File: config.mk
export PLATFORM = sky130hd
export DESIGN_NAME = map_probe_arbiter
export DESIGN_NICKNAME = d
export VERILOG_FILES = /design/src/rtl/map_probe_arbiter.sv
export SDC_FILE = /design/constraint.sdc
export NUM_CORES = 1
export LEC_CHECK = 0
export BUFFER_PORTS_ARGS = -buffer_cell sky130_fd_sc_hd__buf_2
export CORE_ASPECT_RATIO = 1.2
export CORE_MARGIN = 1.5
export CORE_UTILIZATION = 50
export DETAILED_ROUTE_END_ITERATION = 8
export PLACE_DENSITY = 0.78
export SETUP_SLACK_MARGIN = 0.4
export SLEW_MARGIN = 20
export SYNTH_ARGS = -nofsm -noshare
export SYNTH_HDL_FRONTEND = slang
export SYNTH_SLANG_ARGS = --single-unit
File: constraint.sdc
create_clock -name Clk -period 2.24 [get_ports Clk]
set_clock_uncertainty 0.05 [all_clocks]
set_input_delay 0.224 -clock Clk [delete_from_list [all_inputs] [get_ports Clk]]
set_output_delay 0.224 -clock Clk [all_outputs]
set_load 0.05 [all_outputs]
File: src/rtl/map_probe_arbiter.sv
// rtl/map_probe_arbiter.sv - one shared Map wall-lookup port time-multiplexed between two characters
//
// Each granted request issues its four probes (up, down, left, right) on the
// shared Map port on consecutive cycles, ORs in an off-screen check per probe,
// and returns a 4-bit wall vector {right,left,down,up} with a one-cycle done.
//
// Ports:
//   Clk, Reset                       clock, synchronous active-low reset
//   req[1:0]                         level requests, bit0 Fireboy, bit1 Watergirl
//   probe_x0/y0, probe_x1/y1 [39:0]  per-requester probe coordinates, 10 bits each
//   map_x, map_y, map_rd             shared lookup address and strobe (registered)
//   map_is_wall                      lookup result, valid MAP_LAT cycles after map_rd
//   grant[1:0], busy                 requester being served, FSM not idle
//   done[1:0]                        result-ready pulse per requester
//   wall_flags0/1 [3:0]              last result per requester, held between updates

module map_probe_arbiter #(
    parameter int MAP_LAT = 1,
    parameter int X_MAX   = 639,
    parameter int Y_MAX   = 479
) (
    input  logic        Clk,
    input  logic        Reset,
    input  logic [1:0]  req,
    input  logic [39:0] probe_x0,
    input  logic [39:0] probe_y0,
    input  logic [39:0] probe_x1,
    input  logic [39:0] probe_y1,
    output logic [9:0]  map_x,
    output logic [9:0]  map_y,
    output logic        map_rd,
    input  logic        map_is_wall,
    output logic [1:0]  grant,
    output logic        busy,
    output logic [1:0]  done,
    output logic [3:0]  wall_flags0,
    output logic [3:0]  wall_flags1
);

    localparam logic [9:0] X_LIM = 10'(X_MAX);
    localparam logic [9:0] Y_LIM = 10'(Y_MAX);

    typedef enum logic [1:0] {IDLE, ISSUE, DRAIN, DONE} state_t;

    state_t                    state_q, state_d;
    logic [1:0]                cnt_q, cnt_d;
    logic                      last_q, last_d;
    logic [1:0]                mask_q, mask_d;
    logic [39:0]               shx_q, shx_d;
    logic [39:0]               shy_q, shy_d;
    logic [3:0]                acc_q, acc_d;
    logic [1:0]                grant_q, grant_d;
    logic                      busy_q, busy_d;
    logic [1:0]                done_q, done_d;
    logic                      rd_q, rd_d;
    logic [9:0]                mx_q, mx_d;
    logic [9:0]                my_q, my_d;
    logic [3:0]                wf0_q, wf0_d;
    logic [3:0]                wf1_q, wf1_d;
    // Lookup pipeline: valid bit and probe index travel alongside the Map latency.
    logic [MAP_LAT-1:0]        pv_q, pv_d;
    logic [MAP_LAT-1:0][1:0]   pidx_q, pidx_d;

    logic        cap_v;
    logic [1:0]  cap_k;
    logic [1:0]  req_m;
    logic        win;
    logic [39:0] win_x;
    logic [39:0] win_y;
    logic [1:0]  nxt_k;

    function automatic logic [9:0] pick(input logic [39:0] v, input logic [1:0] k);
        case (k)
            2'd0:    pick = v[9:0];
            2'd1:    pick = v[19:10];
            2'd2:    pick = v[29:20];
            default: pick = v[39:30];
        endcase
    endfunction

    // Unsigned compare: a coordinate that wrapped below zero is treated as a wall.
    function automatic logic off_screen(input logic [9:0] x, input logic [9:0] y);
        off_screen = (x > X_LIM) || (y > Y_LIM);
    endfunction

    always_comb begin
        state_d = state_q;
        cnt_d   = cnt_q;
        last_d  = last_q;
        mask_d  = mask_q;
        shx_d   = shx_q;
        shy_d   = shy_q;
        grant_d = grant_q;
        busy_d  = busy_q;
        done_d  = 2'b00;
        rd_d    = 1'b0;
        mx_d    = mx_q;
        my_d    = my_q;
        wf0_d   = wf0_q;
        wf1_d   = wf1_q;

        pv_d      = pv_q;
        pidx_d    = pidx_q;
        pv_d[0]   = rd_q;
        pidx_d[0] = cnt_q;
        for (int i = 1; i < MAP_LAT; i++) begin
            pv_d[i]   = pv_q[i-1];
            pidx_d[i] = pidx_q[i-1];
        end

        cap_v = pv_q[MAP_LAT-1];
        cap_k = pidx_q[MAP_LAT-1];
        acc_d = acc_q;
        if (cap_v) begin
            acc_d[cap_k] = map_is_wall | off_screen(pick(shx_q, cap_k), pick(shy_q, cap_k));
        end

        // The requester just served is ignored for one IDLE cycle so a late
        // req drop cannot win it a second turn.
        req_m = req & ~mask_q;
        win   = (req_m == 2'b11) ? ~last_q : req_m[1];
        win_x = win ? probe_x1 : probe_x0;
        win_y = win ? probe_y1 : probe_y0;
        nxt_k = cnt_q + 2'd1;

        case (state_q)
            IDLE: begin
                mask_d = 2'b00;
                if (|req_m) begin
                    state_d = ISSUE;
                    shx_d   = win_x;
                    shy_d   = win_y;
                    grant_d = win ? 2'b10 : 2'b01;
                    last_d  = win;
                    busy_d  = 1'b1;
                    cnt_d   = 2'd0;
                    acc_d   = 4'b0000;
                    rd_d    = 1'b1;
                    mx_d    = win_x[9:0];
                    my_d    = win_y[9:0];
                end
            end
            ISSUE: begin
                cnt_d = nxt_k;
                // Counter wraps to 0 on the last probe; no strobe goes with the wrap.
                if (cnt_q == 2'd3) begin
                    state_d = DRAIN;
                end else begin
                    rd_d = 1'b1;
                    mx_d = pick(shx_q, nxt_k);
                    my_d = pick(shy_q, nxt_k);
                end
            end
            DRAIN: begin
                if (cap_v && cap_k == 2'd3) begin
                    state_d = DONE;
                    done_d  = grant_q;
                    if (grant_q[1]) begin
                        wf1_d = acc_d;
                    end else begin
                        wf0_d = acc_d;
                    end
                end
            end
            DONE: begin
                state_d = IDLE;
                grant_d = 2'b00;
                busy_d  = 1'b0;
                mask_d  = grant_q;
            end
            default: state_d = IDLE;
        endcase
    end

    always_ff @(posedge Clk) begin
        if (!Reset) begin
            state_q <= IDLE;
            cnt_q   <= 2'd0;
            last_q  <= 1'b1;
            mask_q  <= 2'b00;
            shx_q   <= '0;
            shy_q   <= '0;
            acc_q   <= 4'b0000;
            grant_q <= 2'b00;
            busy_q  <= 1'b0;
            done_q  <= 2'b00;
            rd_q    <= 1'b0;
            mx_q    <= '0;
            my_q    <= '0;
            wf0_q   <= 4'b0000;
            wf1_q   <= 4'b0000;
            pv_q    <= '0;
            pidx_q  <= '0;
        end else begin
            state_q <= state_d;
            cnt_q   <= cnt_d;
            last_q  <= last_d;
            mask_q  <= mask_d;
            shx_q   <= shx_d;
            shy_q   <= shy_d;
            acc_q   <= acc_d;
            grant_q <= grant_d;
            busy_q  <= busy_d;
            done_q  <= done_d;
            rd_q    <= rd_d;
            mx_q    <= mx_d;
            my_q    <= my_d;
            wf0_q   <= wf0_d;
            wf1_q   <= wf1_d;
            pv_q    <= pv_d;
            pidx_q  <= pidx_d;
        end
    end

    assign map_x       = mx_q;
    assign map_y       = my_q;
    assign map_rd      = rd_q;
    assign grant       = grant_q;
    assign busy        = busy_q;
    assign done        = done_q;
    assign wall_flags0 = wf0_q;
    assign wall_flags1 = wf1_q;

endmodule

==> results of run 1 <==
==> registers in the layout, summed over array words and instances, names as in the netlist <==
signal / count
wall_flags1: 4
grant: 2
done: 2
map_x: 10
state_q: 2
cnt_q: 2
map_rd: 1
busy: 1
mask_q: 2
shy_q: 40
wall_flags0: 4
cap_v: 1
last_q: 1
acc_q: 3
cap_k: 2
shx_q: 40
map_y: 10
==> metal layers <==
metal	up-vias	part of all wire (%)	wire [microns]	global-route usage (%)
met5	-	0	0	0
met4	0	3.0	612	11.29
met3	54	7.9	1606	6.732
met2	332	49	10020	48.62
met1	3159	40	8216	35.16
li1	3236	-	-	-
==> power by group through the flow <==
stage | Clock (W) | Sequential, W | Combinational [W]
2_1_floorplan | 0 | 0.00396 | 0.00226
3_3_place_gp | 0 | 0.00362 | 0.00362
3_5_place_dp | 0 | 0.00362 | 0.00367
4_1_cts | 0.00289 | 0.00360 | 0.00376
5_1_grt | 0.00300 | 0.00369 | 0.00446
6_report | 0.00288 | 0.00364 | 0.00408
==> metrics by stage <==
step	cell area, sq um	hold slack, ns	setup WS (ns)	std cells	utilization (%)
global placement	7390	0.4059	0.2850	1124	58.85
floorplan	6377	0.3184	0.6268	822	-
detailed placement	7390	0.4039	0.2502	1124	58.85
finish	8198	0.006882	0.4339	1160	65.29
CTS	8040	0.0007846	0.3922	1154	64.04
global route	8198	0.01206	0.2984	1160	65.29
==> layout by cell type (no fill, tap or decap), types with 5 or more instances in the layout <==
master,n
a211oi_1,10
a21oi_1,51
a222oi_1,20
a31oi_1,83
and3_1,5
buf_12,5
buf_2,198
buf_4,8
clkbuf_16,20
clkbuf_8,6
dfxtp_1,124
inv_1,26
mux2i_1,41
nand2_1,168
nand3_1,7
nor2_1,21
nor2b_1,42
o21ai_0,97
o21ai_1,13
==> kinds of logic (layout without fill, tap and decap cells) <==
family	Yosys count	count (layout)	synth area share, %
mux	41	41	6.435
simple gates	260	260	18.19
flops	127	127	39.87
compound gates	284	284	26.62
buf+inv	101	274	7.122
other cells	0	1	0
fa+ha+maj	9	9	1.766
==> layout make-up <==
class / instances / share of cell area, %
multi-input cells: 594 / 42.34
flip-flops and latches: 127 / 31.09
repair buffers: 216 / 15.22
clock buffers: 24 / 6.242
well taps: 164 / 2.503
inverters: 29 / 1.328
clock inverters: 5 / 1.252
diodes: 1 / 0.03053
==> worst paths after layout <==
path,startpoint,end
worst max-delay path,cnt_q[1],map_y[3]
worst min-delay path,probe_y1[27],shy_q[27]
worst max register to register,cnt_q[1],map_y[3]
worst min register to register,grant[0],done[0]
==> worst register-to-register path, delay by kind of cell, from the launching register on <==
| kind | cells | cell delay [ns] |
|---|---|---|
| compound gates | 3 | 0.61 |
| fa+ha+maj | 1 | 0.23 |
| buf+inv | 2 | 0.29 |
| flops | 1 | 0.38 |
| mux | 1 | 0.13 |
==> repair_timing <==
action / in CTS / in global routing
hold endpoints to repair: 1 / 0
endpoints found under the setup margin: 21 / 108
buffers inserted: 0 / 2
pin swaps: 0 / 4
gates resized for setup: 7 / 15
cloned: 0 / 3
hold buffers: 1 / 0
==> results_dict.tcl, run 1 <==
set metrics [dict create \
    period_needed_ns 1.806 \
    grt_pass1_wl_microns 30570 \
    slew_violations 0 \
    clockBufferDepth 2 \
    path_delay_family "compound AO/OA/AOI/OAI gates" \
    ys_types 43 \
    tightest_slew_ns 0.5695 \
    finalCritPeriodShare_pct 80.63 \
    layout-drive-gt1-share_pct 26.43 \
    num_rows 45 \
    io_pins 199 \
    cts_root_buf "clkbuf_16" \
    ir_drop_mv 0.6896 \
    cts.htree.levels 4 \
    crit_path_start_kind "register" \
    crit_buf_inv 2 \
    synthArstFlopShare_pct 0 \
    switching_share_pct 39.82 \
    pwr-share-clk_pct 27.1 \
    setup_tns_ns 0 \
    combPwrFrac_pct 38.5 \
    power_w 0.01060 \
    grt_max_degree 95 \
    gp_congestion 0.9119 \
    cpMaxStageDelayCell "dfxtp_4" \
    syn_inst 822 \
    seq_area_sq_um 2549 \
    syn_area_per_cell_sq_um 7.758 \
    cp_data_required_time_ns 2.49 \
    leakage_nw 3.537 \
    wl_microns 20460 \
    synth_fp_nets 996 \
    drt_first_pass_iters 9 \
    hold_viol 0 \
    dieArea_sq_um 13440 \
    max-slew-margin-rel_pct 61.80 \
    critPathMaxStageDelay_ns 0.38 \
    grt_pass1_vias 6149 \
    antenna_found_initial 1 \
    drc_errors 0 \
    cts_num_sinks 127 \
    ant_nets 0 \
    yosysTopAreaCell "dfxtp_1" \
    fin_nets 1159 \
    overflow 0 \
    rsz0062_at_grt "no" \
    clk_latency_ns 0.42 \
    die_y_microns 126.7 \
    crit_arrival_ns 2.06 \
    end_kind "register" \
    internal_power_w 0.006379 \
    r2r_cells 7 \
    synth_top_area_share_pct 39.87 \
    initial_core_util_pct 50.79 \
    path_clk_slew_ns 0.05 \
    multi_input_area_sq_um 3471 \
    fillers 1107 \
    port_buffers 198 \
    yosysMostFrequentCell "nand2_1" \
    synth_area_sq_um 6377 \
    status "finished clean" \
    grt_use_total_pct 28.69 \
    setup_viol 0 \
    path_cells "inv_2, ha_4, buf_4, a222oi_1, mux2i_1, a21oi_1, a21oi_1" \
    cp_num_cells 7 \
    vias 6781 \
    hpwl_microns 12680 \
    hold_path_depth 3 \
    numCtsBuffers 17 \
    hold_path_class "in2reg" \
    fmax_mhz 553.7 \
    reg2reg_slack_ns 0.43 \
    crit_fanout 11 \
    drv_cap 0 \
    viasPerCell 5.846 \
    p_switching_w 0.004221 \
    synth_edf_count 0 \
    placeableCoreArea_sq_um 12560 \
    seq_area_frac_synth_pct 39.87 \
    first_iter_violations 652 \
    synth_flop_cell "dfxtp_1" \
    ys_seq_elements 127 \
    crit_type "reg2reg" \
    cp_common_cell "a21oi_1" \
    wl_per_cell_microns 17.63 \
    p_seq_share_pct 34.3 \
    synth.area.top_cells "dfxtp_1, nand2_1, a31oi_1, o21ai_0, mux2i_1" \
    cts_tree "done" \
    synthTopCellsByCount "nand2_1, dfxtp_1, o21ai_0" \
    ys_warn_count 0 \
    powerDensity_nw_per_um2 1293 \
    die-width_microns 106.1 \
    area_growth_pct 28.55 \
]
Power figures use the tool's default switching activity.
==> run 2, diff against run 1 <==
- CORE_UTILIZATION: 50 -> 47
- PLACE_DENSITY: 0.78 -> 0.77
- clock period: 2.24 -> 1.45 ns (I/O delays scaled with it)
==> run 2 against run 1 <==
Against the previous run:
- the run now fails in global routing
- synthesized cell count unchanged
- area after synthesis unchanged
==> results_dict.tcl, run 2 <==
set metrics [dict create \
    synth_flop_cell "dfxtp_1" \
    initial_core_util_pct 48.18 \
    syn_area_per_cell_sq_um 7.758 \
    gp_congestion 0.8866 \
    die_y_microns 130.6 \
    clockBufferDepth 2 \
    syn_inst 822 \
    place_ws_ns -0.1219 \
    cts_num_sinks 127 \
    synth_top_area_share_pct 39.87 \
    synth_fp_nets 996 \
    cts.htree.levels 4 \
    stop_stage "global routing" \
    synthTopCellsByCount "nand2_1, dfxtp_1, o21ai_0" \
    numCtsBuffers 17 \
    num_rows 46 \
    synth.area.top_cells "dfxtp_1, nand2_1, a31oi_1, o21ai_0, mux2i_1" \
    synth_area_sq_um 6377 \
    cts_root_buf "clkbuf_16" \
    dpl_cell_area_sq_um 8021 \
    ys_warn_count 0 \
    grt-worst-endpoint "map_y[1]$_SDFFE_PN0P_/D" \
    seq_area_frac_synth_pct 39.87 \
    yosysMostFrequentCell "nand2_1" \
    die-width_microns 109.3 \
    grt_max_degree 43 \
    port_buffers 198 \
    synth_edf_count 0 \
    ys_types 43 \
    worst-ep-kind "register input" \
    io_pins 199 \
    hpwl_microns 14730 \
    synthArstFlopShare_pct 0 \
    ys_seq_elements 127 \
    status "did not finish" \
    yosysTopAreaCell "dfxtp_1" \
    toolErrorMsg "[ERROR DPL-0038] Utilization greater than 100%, impossible to legalize" \
]
-- run 2: stage by stage --
stage | std cells | util, %
3_3_place_gp | 1171 | 60.60
2_1_floorplan | 822 | -
4_1_cts | 1395 | 83.88
3_5_place_dp | 1171 | 60.60
-- run 2: logic make-up after synthesis --
family	count (synthesis)	share of synthesized area [%]
AOI/OAI and AO/OA	284	26.62
adders and majority gates	9	1.766
buffers and inverters	101	7.122
DFF	127	39.87
muxes	41	6.435
and+or+nand+nor	260	18.19
-- run 2: timing repair --
| action | 4_1_cts |
|---|---|
| endpoints found under the setup margin | 158 |
| pin swaps | 23 |
| setup buffers | 19 |
| hold buffers | 160 |
| resized for setup | 138 |
| hold endpoints to repair | 80 |
| cloned | 15 |
==> run 3, diff against run 2 <==
- CORE_ASPECT_RATIO: 1.2 -> default
- CORE_UTILIZATION: 47 -> 35
- PLACE_DENSITY: 0.77 -> default
- PLACE_DENSITY_LB_ADDON: default -> 0.15
- SETUP_SLACK_MARGIN: 0.4 -> default
- clock period: 1.45 -> 1.89 ns (I/O delays scaled with it)
==> run 3 against run 2 <==
Against the previous run:
- the run now ends clean
==> results_dict.tcl, run 3 (synthesized netlist as in run 1, its figures left out) <==
set metrics [dict create \
    cp_common_cell "a21oi_1" \
    switching_share_pct 40.02 \
    overflow 0 \
    path_clk_slew_ns 0.06 \
    numCtsBuffers 17 \
    hpwl_microns 14820 \
    tightest_slew_ns 0.6471 \
    setup_viol 0 \
    rsz0062_at_grt "no" \
    vias 7414 \
    final_util_pct 55.65 \
    grt_use_total_pct 24.40 \
    dieArea_sq_um 19040 \
    ant_nets 0 \
    hold_viol 0 \
    cts_tree "done" \
    hold_path_depth 3 \
    setup_tns_ns 0 \
    layout_commonest_cell "buf_2" \
    reg2reg_slack_ns 0.07 \
    slew_violations 0 \
    drc_errors 0 \
    p_seq_share_pct 32.9 \
    internal_power_w 0.007852 \
    end_kind "register" \
    r2r_start "cnt_q[1]" \
    crit_fanout 10 \
    powerDensity_nw_per_um2 1314 \
    grt_max_degree 85 \
    grt_pass1_vias 6980 \
    crit_arrival_ns 2.08 \
    cts_num_sinks 127 \
    r2r-end "map_x[1]" \
    pwr-share-clk_pct 27.5 \
    finalWorstSetupSlack_ns 0.06921 \
    first_iter_violations 577 \
    wl_per_cell_microns 17.15 \
    placeableCoreArea_sq_um 17900 \
    fmax_mhz 549.2 \
    hold_path_class "in2reg" \
    die_y_microns 138.0 \
    io_pins 199 \
    num_antenna_cells 0 \
    drt_first_pass_iters 7 \
    ir_drop_mv 0.8917 \
    combPwrFrac_pct 39.5 \
    period_needed_ns 1.821 \
    place_ws_ns 0.02916 \
    reg.largest.list "shx_q (40), shy_q (40)" \
    fillers 1690 \
    p_switching_w 0.005238 \
    gp_congestion 0.7944 \
    min_from "map_is_wall" \
    wl_microns 24060 \
    path_cells "inv_1, ha_1, buf_4, a222oi_1, mux2i_1, a21oi_1, a21oi_1" \
    final_cell_mix "buf_2, nand2_1, dlygate4sd3_1" \
    viasPerCell 5.284 \
    initial_core_util_pct 35.62 \
    die-width_microns 138.0 \
    cp_data_required_time_ns 2.15 \
    crit_path_start_kind "register" \
    port_buffers 198 \
    seq_area_sq_um 2546 \
    worstSetupStartpoint "cnt_q[1]" \
    cpMaxStageDelayCell "a222oi_1" \
    drv_cap 0 \
    antenna_found_initial 0 \
    cts.htree.levels 4 \
    leakage_nw 4.288 \
    max-slew-margin-rel_pct 56.76 \
    r2r_cells 7 \
    status "finished clean" \
    worstHoldEndpoint "acc_q[0]" \
    num_rows 49 \
    grt_pass1_wl_microns 35380 \
    clockBufferDepth 2 \
    area_growth_pct 56.21 \
    fin_nets 1335 \
    layout-drive-gt1-share_pct 23.51 \
    critPathMaxStageDelay_ns 0.39 \
    crit_type "reg2reg" \
    multi_input_area_sq_um 3433 \
    finalCritPeriodShare_pct 96.34 \
    cts_root_buf "clkbuf_16" \
    clk_latency_ns 0.43 \
]
## run 3: worst max-delay path, delay by kind of cell, from the launching register on
| kind | cells | cell delay (ns) |
|---|---|---|
| compound gates | 3 | 0.64 |
| flops | 1 | 0.37 |
| buf+inv | 2 | 0.27 |
| fa+ha+maj | 1 | 0.20 |
| mux | 1 | 0.17 |
## run 3: area by class of cell
| class | count | area share (%) |
|---|---|---|
| multi-input combinational | 595 | 34.46 |
| clock buffer | 20 | 4.685 |
| timing repair buffer | 391 | 29.52 |
| sequential | 127 | 25.56 |
| inverter | 29 | 1.093 |
| clock inverter | 12 | 1.809 |
| tap | 229 | 2.876 |
## run 3: through the flow
step | total power (W) | area (sq um) | instances | hold slack (ns)
global route | 0.01382 | 9962 | 1403 | 0.1425
detailed placement | 0.008914 | 7604 | 1205 | 0.4054
finish | 0.01309 | 9962 | 1403 | 0.1406
floorplan | 0.007379 | 6377 | 822 | 0.2834
CTS | 0.01282 | 9862 | 1398 | 0.1195
global placement | 0.008917 | 7604 | 1205 | 0.4036
## run 3: power by group through the flow
stage | Combinational, W | Clock, W | Sequential, W
3_5_place_dp | 0.00459 | 0 | 0.00432
2_1_floorplan | 0.00268 | 0 | 0.00470
6_report | 0.00517 | 0.00361 | 0.00431
3_3_place_gp | 0.00458 | 0 | 0.00434
5_1_grt | 0.00565 | 0.00376 | 0.00440
4_1_cts | 0.00486 | 0.00367 | 0.00428
## run 3: what timing repair did
action	CTS	global route
resized for setup	0	8
endpoints found under the hold margin	80	0
setup buffers	0	2
hold buffers	161	0
pin swaps	1	2
endpoints found under the setup margin	1	32
cloned	0	3
## run 3: layer usage
metal	GRT usage, %	wire (microns)	share of wire, %	vias up
met5	0	0	0	-
met4	11.23	700	2.9	0
met3	4.386	1449	6.0	51
met2	39.19	11230	47	278
met1	31.78	10680	44	3475
li1	-	-	-	3610
## run 3: worst max-delay path by stage
| stage | cells past startpoint | endpoint |
|---|---|---|
| global placement | 6 | map_x[5] |
| detailed placement | 7 | map_x[1] |
| finish | 7 | map_x[1] |
| global route | 7 | map_x[1] |
| CTS | 7 | map_x[1] |
| floorplan | 7 | map_x[1] |
